<file path="config.mk">
export PLATFORM = sky130hd
export DESIGN_NAME = melody_memory_core
export DESIGN_NICKNAME = d
export VERILOG_FILES = /design/src/rtl/melody_memory_core.sv
export SDC_FILE = /design/constraint.sdc
export NUM_CORES = 1
export LEC_CHECK = 0
export BUFFER_PORTS_ARGS = -buffer_cell sky130_fd_sc_hd__buf_2
export CAP_MARGIN = 20
export CORE_ASPECT_RATIO = 0.75
export CORE_MARGIN = 2
export CORE_UTILIZATION = 28
export DETAILED_ROUTE_END_ITERATION = 10
export PLACE_DENSITY = 0.42
export SYNTH_ARGS = -nofsm -noshare
export SYNTH_HDL_FRONTEND = slang
export SYNTH_SLANG_ARGS = --single-unit
</file>
<file path="constraint.sdc">
create_clock -name clk -period 4.25 [get_ports clk]
set_input_delay 0.2125 -clock clk [delete_from_list [all_inputs] [get_ports clk]]
set_output_delay 0.2125 -clock clk [all_outputs]
set_load 0.01 [all_outputs]
</file>
<file path="src/rtl/melody_memory_core.sv">
// melody_memory_core: listen-and-repeat melody game core (load, play prefix, check keys).
// Optional macro TEMPO_RAMP_EN: played notes shorten by one tick per level gained.
module melody_memory_core #(
    parameter int NOTE_W     = 3,
    parameter int SEQ_MAX    = 8,
    parameter int START_LEN  = 3,
    parameter int TICK_DIV   = 5000000,
    parameter int ON_TICKS   = 2,
    parameter int OFF_TICKS  = 1,
    parameter int GAP_TICKS  = 4,
    parameter int LIVES      = 3,
    parameter int WAIT_TICKS = 0
) (
    input  logic                        clk,
    input  logic                        reset,
    input  logic                        load_valid,
    input  logic [SEQ_MAX*NOTE_W-1:0]   load_data,
    input  logic                        start,
    input  logic                        key_valid,
    input  logic [NOTE_W:0]             key_code,
    output logic [NOTE_W:0]             note_out,
    output logic                        playing,
    output logic                        awaiting_input,
    output logic                        miss,
    output logic [$clog2(LIVES+1)-1:0]  lives_left,
    output logic [$clog2(SEQ_MAX+1)-1:0] level,
    output logic                        game_over,
    output logic                        game_win
);

    localparam int IW  = (SEQ_MAX > 1) ? $clog2(SEQ_MAX) : 1;
    localparam int LVW = $clog2(SEQ_MAX + 1);
    localparam int LW  = $clog2(LIVES + 1);
    localparam int DW  = (TICK_DIV > 1) ? $clog2(TICK_DIV) : 1;
    localparam int M1  = (ON_TICKS > OFF_TICKS) ? ON_TICKS : OFF_TICKS;
    localparam int M2  = (M1 > GAP_TICKS) ? M1 : GAP_TICKS;
    localparam int M3  = (M2 > WAIT_TICKS) ? M2 : WAIT_TICKS;
    localparam int TW  = $clog2(M3 + 1);

    typedef enum logic [2:0] {
        S_IDLE,
        S_PLAY_ON,
        S_PLAY_OFF,
        S_WAIT_KEY,
        S_ECHO,
        S_GAP,
        S_DONE
    } state_t;

    state_t                    state_q;
    logic [SEQ_MAX*NOTE_W-1:0] mel_q;
    logic                      loaded_q;
    logic [DW-1:0]             div_q;
    logic [TW-1:0]             tcnt_q;
    logic [TW-1:0]             on_len_q;
    logic [IW-1:0]             idx_q;
    logic                      ok_q;
    logic [NOTE_W:0]           note_q;
    logic                      playing_q;
    logic                      await_q;
    logic                      miss_q;
    logic [LW-1:0]             lives_q;
    logic [LVW-1:0]            level_q;
    logic                      over_q;
    logic                      win_q;

    logic [NOTE_W-1:0] notes [SEQ_MAX];
    logic [NOTE_W:0]   cur_tone;
    logic [NOTE_W:0]   nxt_tone;
    logic [NOTE_W:0]   first_tone;
    logic [NOTE_W:0]   start_tone;
    logic [IW-1:0]     nxt_idx;
    logic              tick;
    logic              expire;
    logic              last;
    logic              key_ok;
    logic              can_cfg;
    int                dur;
    logic [TW-1:0]     on_len;

    function automatic logic [NOTE_W:0] tone(input logic [NOTE_W-1:0] n);
        return {1'b0, n} + 1'b1;
    endfunction

    always_comb begin
        for (int i = 0; i < SEQ_MAX; i++) begin
            notes[i] = mel_q[i*NOTE_W +: NOTE_W];
        end
    end

    assign nxt_idx    = idx_q + 1'b1;
    assign cur_tone   = tone(notes[idx_q]);
    assign nxt_tone   = tone(notes[nxt_idx]);
    assign first_tone = tone(notes[0]);
    assign start_tone = tone(load_valid ? load_data[NOTE_W-1:0]
                                        : mel_q[NOTE_W-1:0]);
    assign key_ok     = (key_code == cur_tone);
    assign last       = (int'(idx_q) == int'(level_q) - 1);
    assign can_cfg    = (state_q == S_IDLE) || (state_q == S_DONE);
    assign tick       = (div_q == DW'(TICK_DIV - 1));

`ifdef TEMPO_RAMP_EN
    int ramp;
    // Level entering PLAY_ON: START_LEN on a fresh start, level_q otherwise.
    always_comb begin
        ramp = ON_TICKS - (can_cfg ? 0 : int'(level_q) - START_LEN);
        if (ramp < 1) ramp = 1;
    end
    assign on_len = TW'(ramp);
`else
    assign on_len = TW'(ON_TICKS);
`endif

    always_comb begin
        dur = 0;
        unique case (state_q)
            S_PLAY_ON:  dur = int'(on_len_q);
            S_PLAY_OFF: dur = OFF_TICKS;
            S_ECHO:     dur = ON_TICKS;
            S_GAP:      dur = GAP_TICKS;
            S_WAIT_KEY: dur = WAIT_TICKS;
            default:    dur = 0;
        endcase
    end

    // dur of 0 never matches, which also disables the key timeout.
    assign expire = tick && (int'(tcnt_q) == dur - 1);

    always_ff @(posedge clk or posedge reset) begin
        if (reset) begin
            state_q   <= S_IDLE;
            mel_q     <= '0;
            loaded_q  <= 1'b0;
            div_q     <= '0;
            tcnt_q    <= '0;
            on_len_q  <= TW'(ON_TICKS);
            idx_q     <= '0;
            ok_q      <= 1'b0;
            note_q    <= '0;
            playing_q <= 1'b0;
            await_q   <= 1'b0;
            miss_q    <= 1'b0;
            lives_q   <= LW'(LIVES);
            level_q   <= '0;
            over_q    <= 1'b0;
            win_q     <= 1'b0;
        end else begin
            miss_q <= 1'b0;
            if (tick) begin
                div_q  <= '0;
                tcnt_q <= tcnt_q + 1'b1;
            end else begin
                div_q <= div_q + 1'b1;
            end
            unique case (state_q)
                S_IDLE, S_DONE: begin
                    div_q  <= '0;
                    tcnt_q <= '0;
                    if (load_valid) begin
                        mel_q    <= load_data;
                        loaded_q <= 1'b1;
                    end
                    if (start && (loaded_q || load_valid)) begin
                        state_q   <= S_PLAY_ON;
                        idx_q     <= '0;
                        level_q   <= LVW'(START_LEN);
                        lives_q   <= LW'(LIVES);
                        over_q    <= 1'b0;
                        win_q     <= 1'b0;
                        note_q    <= start_tone;
                        playing_q <= 1'b1;
                        on_len_q  <= on_len;
                    end
                end
                S_PLAY_ON: begin
                    if (expire) begin
                        div_q   <= '0;
                        tcnt_q  <= '0;
                        state_q <= S_PLAY_OFF;
                        note_q  <= '0;
                    end
                end
                S_PLAY_OFF: begin
                    if (expire) begin
                        div_q  <= '0;
                        tcnt_q <= '0;
                        if (last) begin
                            state_q   <= S_WAIT_KEY;
                            idx_q     <= '0;
                            playing_q <= 1'b0;
                            await_q   <= 1'b1;
                        end else begin
                            state_q  <= S_PLAY_ON;
                            idx_q    <= nxt_idx;
                            note_q   <= nxt_tone;
                            on_len_q <= on_len;
                        end
                    end
                end
                S_WAIT_KEY: begin
                    if (key_valid && (key_code != '0)) begin
                        div_q   <= '0;
                        tcnt_q  <= '0;
                        state_q <= S_ECHO;
                        ok_q    <= key_ok;
                        note_q  <= key_code;
                        await_q <= 1'b0;
                        if (!key_ok) begin
                            miss_q <= 1'b1;
                            if (lives_q != '0) lives_q <= lives_q - 1'b1;
                        end
                    end else if (expire) begin
                        div_q   <= '0;
                        tcnt_q  <= '0;
                        await_q <= 1'b0;
                        miss_q  <= 1'b1;
                        idx_q   <= '0;
                        if (lives_q <= LW'(1)) begin
                            lives_q <= '0;
                            state_q <= S_DONE;
                            over_q  <= 1'b1;
                            win_q   <= 1'b0;
                        end else begin
                            lives_q <= lives_q - 1'b1;
                            state_q <= S_GAP;
                        end
                    end
                end
                S_ECHO: begin
                    if (expire) begin
                        div_q  <= '0;
                        tcnt_q <= '0;
                        note_q <= '0;
                        if (ok_q && !last) begin
                            idx_q   <= nxt_idx;
                            state_q <= S_WAIT_KEY;
                            await_q <= 1'b1;
                        end else if (ok_q && (level_q < LVW'(SEQ_MAX))) begin
                            level_q <= level_q + 1'b1;
                            idx_q   <= '0;
                            state_q <= S_GAP;
                        end else if (ok_q) begin
                            state_q <= S_DONE;
                            over_q  <= 1'b1;
                            win_q   <= 1'b1;
                        end else if (lives_q == '0) begin
                            state_q <= S_DONE;
                            over_q  <= 1'b1;
                            win_q   <= 1'b0;
                        end else begin
                            idx_q   <= '0;
                            state_q <= S_GAP;
                        end
                    end
                end
                S_GAP: begin
                    if (expire) begin
                        div_q     <= '0;
                        tcnt_q    <= '0;
                        state_q   <= S_PLAY_ON;
                        idx_q     <= '0;
                        note_q    <= first_tone;
                        playing_q <= 1'b1;
                        on_len_q  <= on_len;
                    end
                end
                default: state_q <= S_IDLE;
            endcase
        end
    end

    assign note_out       = note_q;
    assign playing        = playing_q;
    assign awaiting_input = await_q;
    assign miss           = miss_q;
    assign lives_left     = lives_q;
    assign level          = level_q;
    assign game_over      = over_q;
    assign game_win       = win_q;

endmodule

</file>
==> flow_summary.ini <==
[synth]
synth_nets = 482
synthCells = 438
yosysWarnings = 0
synth_top_area_share_pct = 39.1
synth_area_leaders = dfrtp_1 39%, mux2_2 7.4%, mux4_1 4.6%
ys_types = 72
synth_top_area_cell = dfrtp_1
synth.ff_latch_count = 73
ys_seq_area_share_pct = 40.2
synth_edf_count = 0
syn_avg_cell_area_sq_um = 10.4
synthArstFlopShare_pct = 100
syn_area_sq_mm = 0.00455
synth_ff_type = dfrtp_1

[floorplan]
die_h_um = 114
std_cell_rows = 40
initial_core_util_pct = 28.5
die_area_sq_mm = 0.0173
core_sq_mm = 0.0160
die_w_um = 151
io_pins = 48

[drt]
vias = 3552
final_antenna_net_count = 0
drtIter0Drc = 229
firstDrtPassIters = 4
drc = 0
drt-wirelength-per-cell_um = 16.6
viasPerCell = 5.08
wirelength_um = 11600

[clocking]
clock_sinks = 73
cts_htree_levels = 3
post-cts-setup-buffer-count = 0
cts-buffers-inserted = 9
insertion_delay_ns = 0.36
cts.clk_slew.worst_paths_ns = 0.07
cts-root-buf = clkbuf_16
cts_tree = done
cts.path.max_buffers = 2

[setup_path]
r2r_setup_slack_ns = 0.64
crit_path_max_fanout = 19
start_kind = flip-flop
worst_ep_required_time_ns = 4.49
critical_path_class = flip-flop to flip-flop
critical_path.endpoint_type = flip-flop
critical_path_arrival_ns = 3.85

[sta]
finalMaxSlewViolations = 0
whs_ns = 0.0805
rsz0062_at_grt = false
setup_viol = 0
final.setup.tns_ns = 0
finalHoldViolations = 0
worst_slew_margin_rel_pct = 22.8
tightest_slew_ns = 1.15
period_needed_ns = 3.61
period_share_pct = 84.8
fmax_ghz = 0.277
clock-skew-final_ns = 0.0141

[placed_design]
dpl-instance-area_sq_mm = 0.00500
numPortBuffers = 47
place_inst = 681
dp_hpwl_um = 8590
gp_congestion = 0.872

[finish]
final_util_pct = 33.3
syn_to_final_growth_pct = 17.0
instances_no_fill = 699
nets = 528
fin_area_sq_mm = 0.00532
final_layout_size_suffix_gt1_share_pct = 24.5
antenna_cells = 0

[global_routing]
grt_pass1_vias = 3456
grt.overflow.total = 0
grt_pass1_wl_um = 19300
groute.usage.overall_pct = 14.7
antenna_found_initial = 0
grt_max_degree = 46

[hold_path]
hold_class = input pin to flip-flop

[power]
ir_drop_mv = 0.222
p_leak_nw = 2.26
power_density_mw_per_mm2 = 610

[flow_run]
drv_cap = 0

[run_status]
outcome = finished clean
==> metal layers <==
layer  part of all wire, %  global-route usage, %
met1                    54                   22.6
met2                    40                   19.1
met3                   5.0                   4.78
met4                   1.5                   4.42
met5                     0                      0
==> report_power, final <==
part           internal, mW  total (mW)  leakage (nW)  switching, mW
Sequential            0.888        1.09         0.924          0.201
Combinational         0.684        1.39          1.19          0.704
Clock                 0.413       0.768         0.145          0.355
==> through the flow <==
stage | worst slack, ns | total power [mW]
after floorplan | 1.01 | 2.14
after global placement | 0.759 | 2.46
after detailed placement | 0.703 | 2.50
after CTS | 0.690 | 3.28
after global routing | 0.378 | 3.49
final | 0.644 | 3.25
==> sequential cells by signal (all words and copies together) (netlist names) <==
| register | cells |
|---|---|
| awaiting_input | 1 |
| div_q | 23 |
| game_over | 1 |
| game_win | 1 |
| idx_q | 3 |
| level | 4 |
| lives_left | 2 |
| loaded_q | 1 |
| mel_q | 24 |
| miss | 1 |
| note_out | 4 |
| ok_q | 1 |
| playing | 1 |
| state_q | 3 |
| tcnt_q | 3 |
==> critical path, cell delays in order, from the launching register on <==
cell     delay (ns)
dfrtp_1        0.60
nor2_1         0.35
nand2_1        0.25
ha_1           0.30
ha_1           0.28
xnor2_1        0.12
or3_1          0.39
nor4_2         0.63
a21oi_1        0.15
o31a_1         0.28
and2_1         0.14
==> layout make-up <==
type / count / area [sq um]
repair buffers: 53 / 315
clock inverters: 7 / 66.3
clock buffers: 9 / 225
well taps: 210 / 263
multi-input cells: 328 / 2550
flip-flops and latches: 73 / 1830
fillers: 1623 / 10600
inverters: 19 / 71.3
==> logic make-up (layout without fill, tap and decap cells) <==
family | Yosys count | in the layout | share of synthesized area, %
fa+ha+maj | 11 | 11 | 3.03
simple gates | 157 | 157 | 18.7
flops | 73 | 73 | 40.2
buf+inv | 37 | 88 | 3.71
compound gates | 73 | 73 | 11.5
mux | 56 | 56 | 16.8
xor+xnor | 31 | 31 | 5.97
==> layout by cell type, fill, tap and decap left out, drive strengths merged, types with 3 or more instances in the layout <==
cell type and instances:
o21ai 14, mux2i 15, ha 11, nand2 25, nand4 11, nor2 46, a21oi 19, nand3 13
nor3 5, nor3b 5, xnor2 12, and2 5, xor2 19, and3 6, o21a 4, buf 52
inv 24, mux2 30, nor4 3, and4 4, or2 3, mux4 11, dfrtp 71, nand3b 3
nand2b 5, a22oi 4, o32ai 3, clkbuf 9, or3 5, a31oi 5, nor2b 6
==> repair_timing <==
action | CTS | global route
hold buffers | 0 | 1
hold endpoints to repair | 0 | 19
gates resized for setup | 0 | 0
==> worst paths after layout <==
| path | start | to | depth (start not counted) |
|---|---|---|---|
| max reg2reg | state_q[2] | tcnt_q[2] | 10 |
| max in group asynchronous | reset | lives_left[1] | 4 |
| max | state_q[2] | tcnt_q[2] | 10 |
| min in group asynchronous | reset | mel_q[1] | 3 |
| min | load_data[10] | mel_q[10] | 2 |
| min reg2reg | awaiting_input | awaiting_input | 1 |
==> cell usage after synthesis (8+ instances only) <==
cell type	n
mux2i_1	15
nand2_1	25
nand4_1	11
mux2_2	30
mux4_1	8
xnor2_1	12
a21oi_1	18
dfrtp_1	71
nand3_1	13
ha_1	11
xor2_1	19
o21ai_0	14
nor2_1	46
inv_1	18
Note: power is estimated with default switching activity, not from simulation.
